**src/rtl/sreg_file_mp.sv**
```systemverilog
// sreg_file_mp -- parametrised scalar register file.
//
// DEPTH = 2**ADDR_W registers of WIDTH bits (WIDTH a multiple of 8).
// Two registered read ports (1-cycle latency), one byte-lane-masked write
// port with write-first bypass into both read ports, and a per-register
// busy scoreboard for outstanding loads.
//
// Ports:
//   Clk                 system clock, rising edge
//   Rst                 asynchronous active-high reset
//   RdEnA/RdAddrA       port A read request / address
//   DataOutA/ValidA     port A registered data / fresh-and-not-busy flag
//   RdEnB/RdAddrB       port B read request / address
//   DataOutB/ValidB     port B registered data / fresh-and-not-busy flag
//   WrEn/WrAddr         write request / address
//   WrByteEn            byte-lane enables, lane i = DataIn[8i+7:8i]
//   DataIn              write data
//   BusySet/BusyAddr    mark register BusyAddr pending
//   BusyVec             scoreboard, bit n = register n busy
//
// Optional feature: define SREG_ZERO_REG_EN to hardwire register 0 to zero
// (writes and BusySet to address 0 ignored, reads of 0 return 0, Valid=1).
module sreg_file_mp #(
  parameter int WIDTH  = 16,
  parameter int ADDR_W = 3
) (
  input  logic                      Clk,
  input  logic                      Rst,
  input  logic                      RdEnA,
  input  logic [ADDR_W-1:0]         RdAddrA,
  output logic [WIDTH-1:0]          DataOutA,
  output logic                      ValidA,
  input  logic                      RdEnB,
  input  logic [ADDR_W-1:0]         RdAddrB,
  output logic [WIDTH-1:0]          DataOutB,
  output logic                      ValidB,
  input  logic                      WrEn,
  input  logic [ADDR_W-1:0]         WrAddr,
  input  logic [WIDTH/8-1:0]        WrByteEn,
  input  logic [WIDTH-1:0]          DataIn,
  input  logic                      BusySet,
  input  logic [ADDR_W-1:0]         BusyAddr,
  output logic [(1<<ADDR_W)-1:0]    BusyVec
);

  localparam int LANES = WIDTH / 8;
  localparam int DEPTH = 1 << ADDR_W;

`ifdef SREG_ZERO_REG_EN
  localparam bit ZERO_REG = 1'b1;
`else
  localparam bit ZERO_REG = 1'b0;
`endif

  logic [WIDTH-1:0] regs [DEPTH];
  logic [DEPTH-1:0] busy;

  // Replace enabled byte lanes of old_v with those of new_v.
  function automatic logic [WIDTH-1:0] lane_merge(
    input logic [WIDTH-1:0] old_v,
    input logic [WIDTH-1:0] new_v,
    input logic [LANES-1:0] be
  );
    logic [WIDTH-1:0] r;
    r = old_v;
    for (int i = 0; i < LANES; i++) begin
      if (be[i]) r[8*i +: 8] = new_v[8*i +: 8];
    end
    return r;
  endfunction

  // ---- stage p0: decode, write merge, bypass, effective busy ----
  logic             wr_go_p0;
  logic             set_go_p0;
  logic [WIDTH-1:0] wr_data_p0;
  logic [WIDTH-1:0] rd_a_p0;
  logic [WIDTH-1:0] rd_b_p0;
  logic             vld_a_p0;
  logic             vld_b_p0;

  // A write to the hardwired zero register changes nothing, but a plain
  // WrEn still clears that register's busy bit (which is never set anyway).
  assign wr_go_p0   = WrEn && !(ZERO_REG && (WrAddr == '0));
  assign set_go_p0  = BusySet && !(ZERO_REG && (BusyAddr == '0));
  assign wr_data_p0 = lane_merge(regs[WrAddr], DataIn, WrByteEn);

  always_comb begin
    rd_a_p0 = regs[RdAddrA];
    if (wr_go_p0 && (WrAddr == RdAddrA)) rd_a_p0 = wr_data_p0;
    if (ZERO_REG && (RdAddrA == '0))      rd_a_p0 = '0;
    rd_b_p0 = regs[RdAddrB];
    if (wr_go_p0 && (WrAddr == RdAddrB)) rd_b_p0 = wr_data_p0;
    if (ZERO_REG && (RdAddrB == '0))      rd_b_p0 = '0;
  end

  // Busy seen by a read: this edge's write-clear applies, this edge's set
  // does not.
  assign vld_a_p0 = !(busy[RdAddrA] && !(WrEn && (WrAddr == RdAddrA)));
  assign vld_b_p0 = !(busy[RdAddrB] && !(WrEn && (WrAddr == RdAddrB)));

  // ---- stage p1: architectural state and registered outputs ----
  always_ff @(posedge Clk or posedge Rst) begin
    if (Rst) begin
      for (int i = 0; i < DEPTH; i++) regs[i] <= '0;
    end else if (wr_go_p0) begin
      regs[WrAddr] <= wr_data_p0;
    end
  end

  always_ff @(posedge Clk or posedge Rst) begin
    if (Rst) begin
      busy <= '0;
    end else begin
      for (int n = 0; n < DEPTH; n++) begin
        if (set_go_p0 && (BusyAddr == ADDR_W'(n)))
          busy[n] <= 1'b1;
        else if (WrEn && (WrAddr == ADDR_W'(n)))
          busy[n] <= 1'b0;
      end
    end
  end

  always_ff @(posedge Clk or posedge Rst) begin
    if (Rst) begin
      DataOutA <= '0;
      ValidA   <= 1'b0;
      DataOutB <= '0;
      ValidB   <= 1'b0;
    end else begin
      ValidA <= RdEnA && vld_a_p0;
      ValidB <= RdEnB && vld_b_p0;
      if (RdEnA) DataOutA <= rd_a_p0;
      if (RdEnB) DataOutB <= rd_b_p0;
    end
  end

  assign BusyVec = busy;

endmodule
```
**config.mk**
```make
export PLATFORM = sky130hd
export DESIGN_NAME = sreg_file_mp
export DESIGN_NICKNAME = d
export VERILOG_FILES = /design/src/rtl/sreg_file_mp.sv
export SDC_FILE = /design/constraint.sdc
export NUM_CORES = 1
export LEC_CHECK = 0
export CAP_MARGIN = 20
export CORE_ASPECT_RATIO = 0.6
export CORE_MARGIN = 2
export CORE_UTILIZATION = 53
export DETAILED_ROUTE_END_ITERATION = 8
export PLACE_DENSITY = 0.8
export REMOVE_ABC_BUFFERS = 1
export SYNTH_ARGS = -nofsm -noshare
export SYNTH_HDL_FRONTEND = slang
export SYNTH_SLANG_ARGS = --single-unit
```
**constraint.sdc**
```tcl
create_clock -name Clk -period 7.6 [get_ports Clk]
set_input_delay 1.52 -clock Clk [delete_from_list [all_inputs] [get_ports Clk]]
set_output_delay 1.52 -clock Clk [all_outputs]
set_load 0.02 [all_outputs]
```
==> flow_summary.json <==
{
  "required_ps": 7870,
  "finalCriticalPeriod_ps": 3860,
  "whs_path_depth": 2,
  "r2r-end": "regs[84]",
  "ant_nets": 0,
  "drc": 0,
  "fin_worst_skew_ps": 13.0,
  "rsz0062_at_grt": "no",
  "clk_pin_slew_ps": 70,
  "r2r_start": "regs[100]",
  "post_cts_resized": 0,
  "cts_tree": "done",
  "fmax_mhz": 259,
  "gp_congestion": 0.897,
  "drive_gt1_share_pct": 24.1,
  "cts_buffer_depth": 2,
  "reg2reg_depth": 4,
  "io_buffers": 77,
  "synth_edf_count": 0,
  "wirelength_mm": 30.0,
  "ys.flop_type": "dfrtp_1",
  "status": "completed",
  "synth.ff_latch_count": 170,
  "pin_count": 78,
  "grt_pass1_wl_mm": 47.7,
  "start_util_pct": 54.5,
  "numCtsBuffers": 17,
  "antenna_found_initial": 0,
  "syn-cell-area_um2": 9920,
  "wl_per_cell_um": 26.2,
  "max-slew-margin-rel_pct": 29.1,
  "n_antenna_cell": 0,
  "die_h_um": 110,
  "grt_max_degree": 78,
  "die-area_um2": 19900,
  "finalSetupViolCount": 0,
  "dr.pass1.iters": 8,
  "cap_violations": 0,
  "gr-total-overflow": 0,
  "layout.cells.non_filler": 1148,
  "clock-sinks": 170,
  "vias": 8232,
  "slew_violations": 0,
  "die_w_um": 181,
  "syn_area_per_cell_um2": 11.5,
  "rows": 38,
  "drt_iter0_markers": 1244,
  "met1_length_mm": 11.8,
  "clockRootBuffer": "clkbuf_16",
  "syn_to_final_growth_pct": 13.7,
  "wl_met3_mm": 4.31,
  "coreArea_um2": 18200,
  "final_util_pct": 62.0,
  "crit_start": "WrAddr[2]",
  "hold_viol_final": 0,
  "yosysWarnings": 0,
  "async_flop_share_pct": 100,
  "hold_buffers": 0,
  "setup_tns_ps": 0,
  "dp_cells": 1117,
  "cp_max_fo": 41,
  "dr_wl_met2_mm": 13.3,
  "grt_pass1_vias": 8199,
  "postCtsSetupBuffers": 0,
  "hpwlAfterDp_mm": 18.6,
  "ys_types": 46,
  "period_share_pct": 50.8,
  "crit_type": "input pin to flop",
  "multi_input_area_um2": 5220,
  "grt_usage_pct": 31.8,
  "fin_nets": 932,
  "worst_pin_slew_ps": 1060,
  "yosysSeqAreaShare_pct": 42.9,
  "synthCells": 862,
  "reg2reg_slack_ps": 5670,
  "htree_levels": 4,
  "powerDensity_nw_per_um2": 284,
  "ir_worst_vdd_mv": 0.171,
  "fillers": 1419,
  "drt-vias-per-instance": 7.17,
  "crit_arrival_ps": 4130,
  "endpoint": "regs[84]",
  "cp-start-kind": "input pin",
  "clkLatencyLatePin_ps": 440,
  "hold_class": "flop to flop",
  "p_leak_nw": 4.17,
  "end_kind": "flop",
  "routed.top_layer": "met4",
  "seqCellArea_um2": 4250
}
==> registers in the layout, indices dropped and copies added, names as in the netlist <==
name and count:
regs 128, DataOutA 16, DataOutB 16, BusyVec 8
ValidA 1, ValidB 1
==> through the flow <==
step / setup WS (ps) / instance area, um^2 / hold slack (ps) / total power [mW]
floorplan: 1480 / 9460 / 479 / 1.94
global placement: 3530 / 10700 / 511 / 2.28
detailed placement: 3450 / 10700 / 525 / 2.31
CTS: 3910 / 11300 / 541 / 3.19
global route: 3650 / 11300 / 591 / 3.36
finish: 3740 / 11300 / 541 / 3.21
==> critical path, stage by stage <==
cell and delay, ps:
buf_2 770, nand2_1 730, o31a_1 490, a32oi_2 460, a21oi_1 130
==> kinds of logic after synthesis <==
kind of cell / count (synthesis) / share of synthesized area (%)
and+or+nand+nor: 180 / 7.61
xor gates and xnor gates: 6 / 0.529
DFF: 170 / 42.9
muxes: 148 / 25.0
buffers and inverters: 92 / 4.97
AOI/OAI and AO/OA: 266 / 19.0
==> where the power goes <==
part	internal [mW]	switching (mW)
sequential	1.12	0.226
clock	0.486	0.388
combinational	0.523	0.465
==> layout make-up <==
class                           count  share of cell area, %
Clock buffer                       19                   3.84
Timing Repair Buffer               99                   7.98
Inverter                            8                  0.310
Multi-Input combinational cell    600                   46.3
Tap cell                          240                   2.66
Sequential cell                   170                   37.7
Clock inverter                     12                   1.24
==> synth_stat cells, types with 3 or more instances <==
library cell / number / area, um^2
a211o_1: 8 / 70.1
a21oi_1: 35 / 175
a31oi_1: 90 / 563
a41oi_1: 32 / 280
buf_1: 5 / 18.8
buf_2: 46 / 230
buf_4: 8 / 60.1
buf_6: 8 / 90.1
clkbuf_1: 17 / 63.8
dfrtp_1: 170 / 4250
inv_1: 7 / 26.3
mux2_2: 67 / 754
mux2i_1: 7 / 70.1
mux4_2: 72 / 1620
nand2_1: 27 / 101
nand2b_1: 8 / 50.1
nor2_1: 129 / 484
nor2_2: 3 / 18.8
o211ai_4: 3 / 63.8
o21ai_0: 16 / 80.1
o21ai_1: 4 / 20.0
o22a_1: 3 / 26.3
o22ai_1: 45 / 282
o31a_1: 5 / 43.8
o32a_1: 3 / 30.0
o32ai_1: 9 / 78.8
or3_1: 3 / 18.8
xor2_1: 6 / 52.6
==> worst min-delay path by stage <==
| stage | start | end |
|---|---|---|
| after floorplan | regs[31] | regs[31] |
| after global placement | regs[24] | regs[24] |
| after detailed placement | regs[31] | regs[31] |
| after CTS | regs[31] | regs[31] |
| after global routing | regs[31] | regs[31] |
| final | regs[31] | regs[31] |
==> placed cells by master, fill, tap and decap left out, drive strengths merged, types with 9 or more instances in the layout <==
cell type,n
nand2,27
a21oi,35
inv,12
buf,29
o21ai,20
nor2,132
a41oi,32
o32ai,9
mux2,68
dfrtp,170
mux4,73
o22ai,45
a31oi,91
clkdlybuf4s50,70
clkbuf,19
==> routing by layer <==
layer | vias to the layer above | track usage [%]
li1 | 3452 | -
met1 | 4107 | 43.9
met2 | 613 | 47.1
met3 | 60 | 11.7
met4 | 0 | 10.4
met5 | - | 0.750
Power figures use the tool's default switching activity.
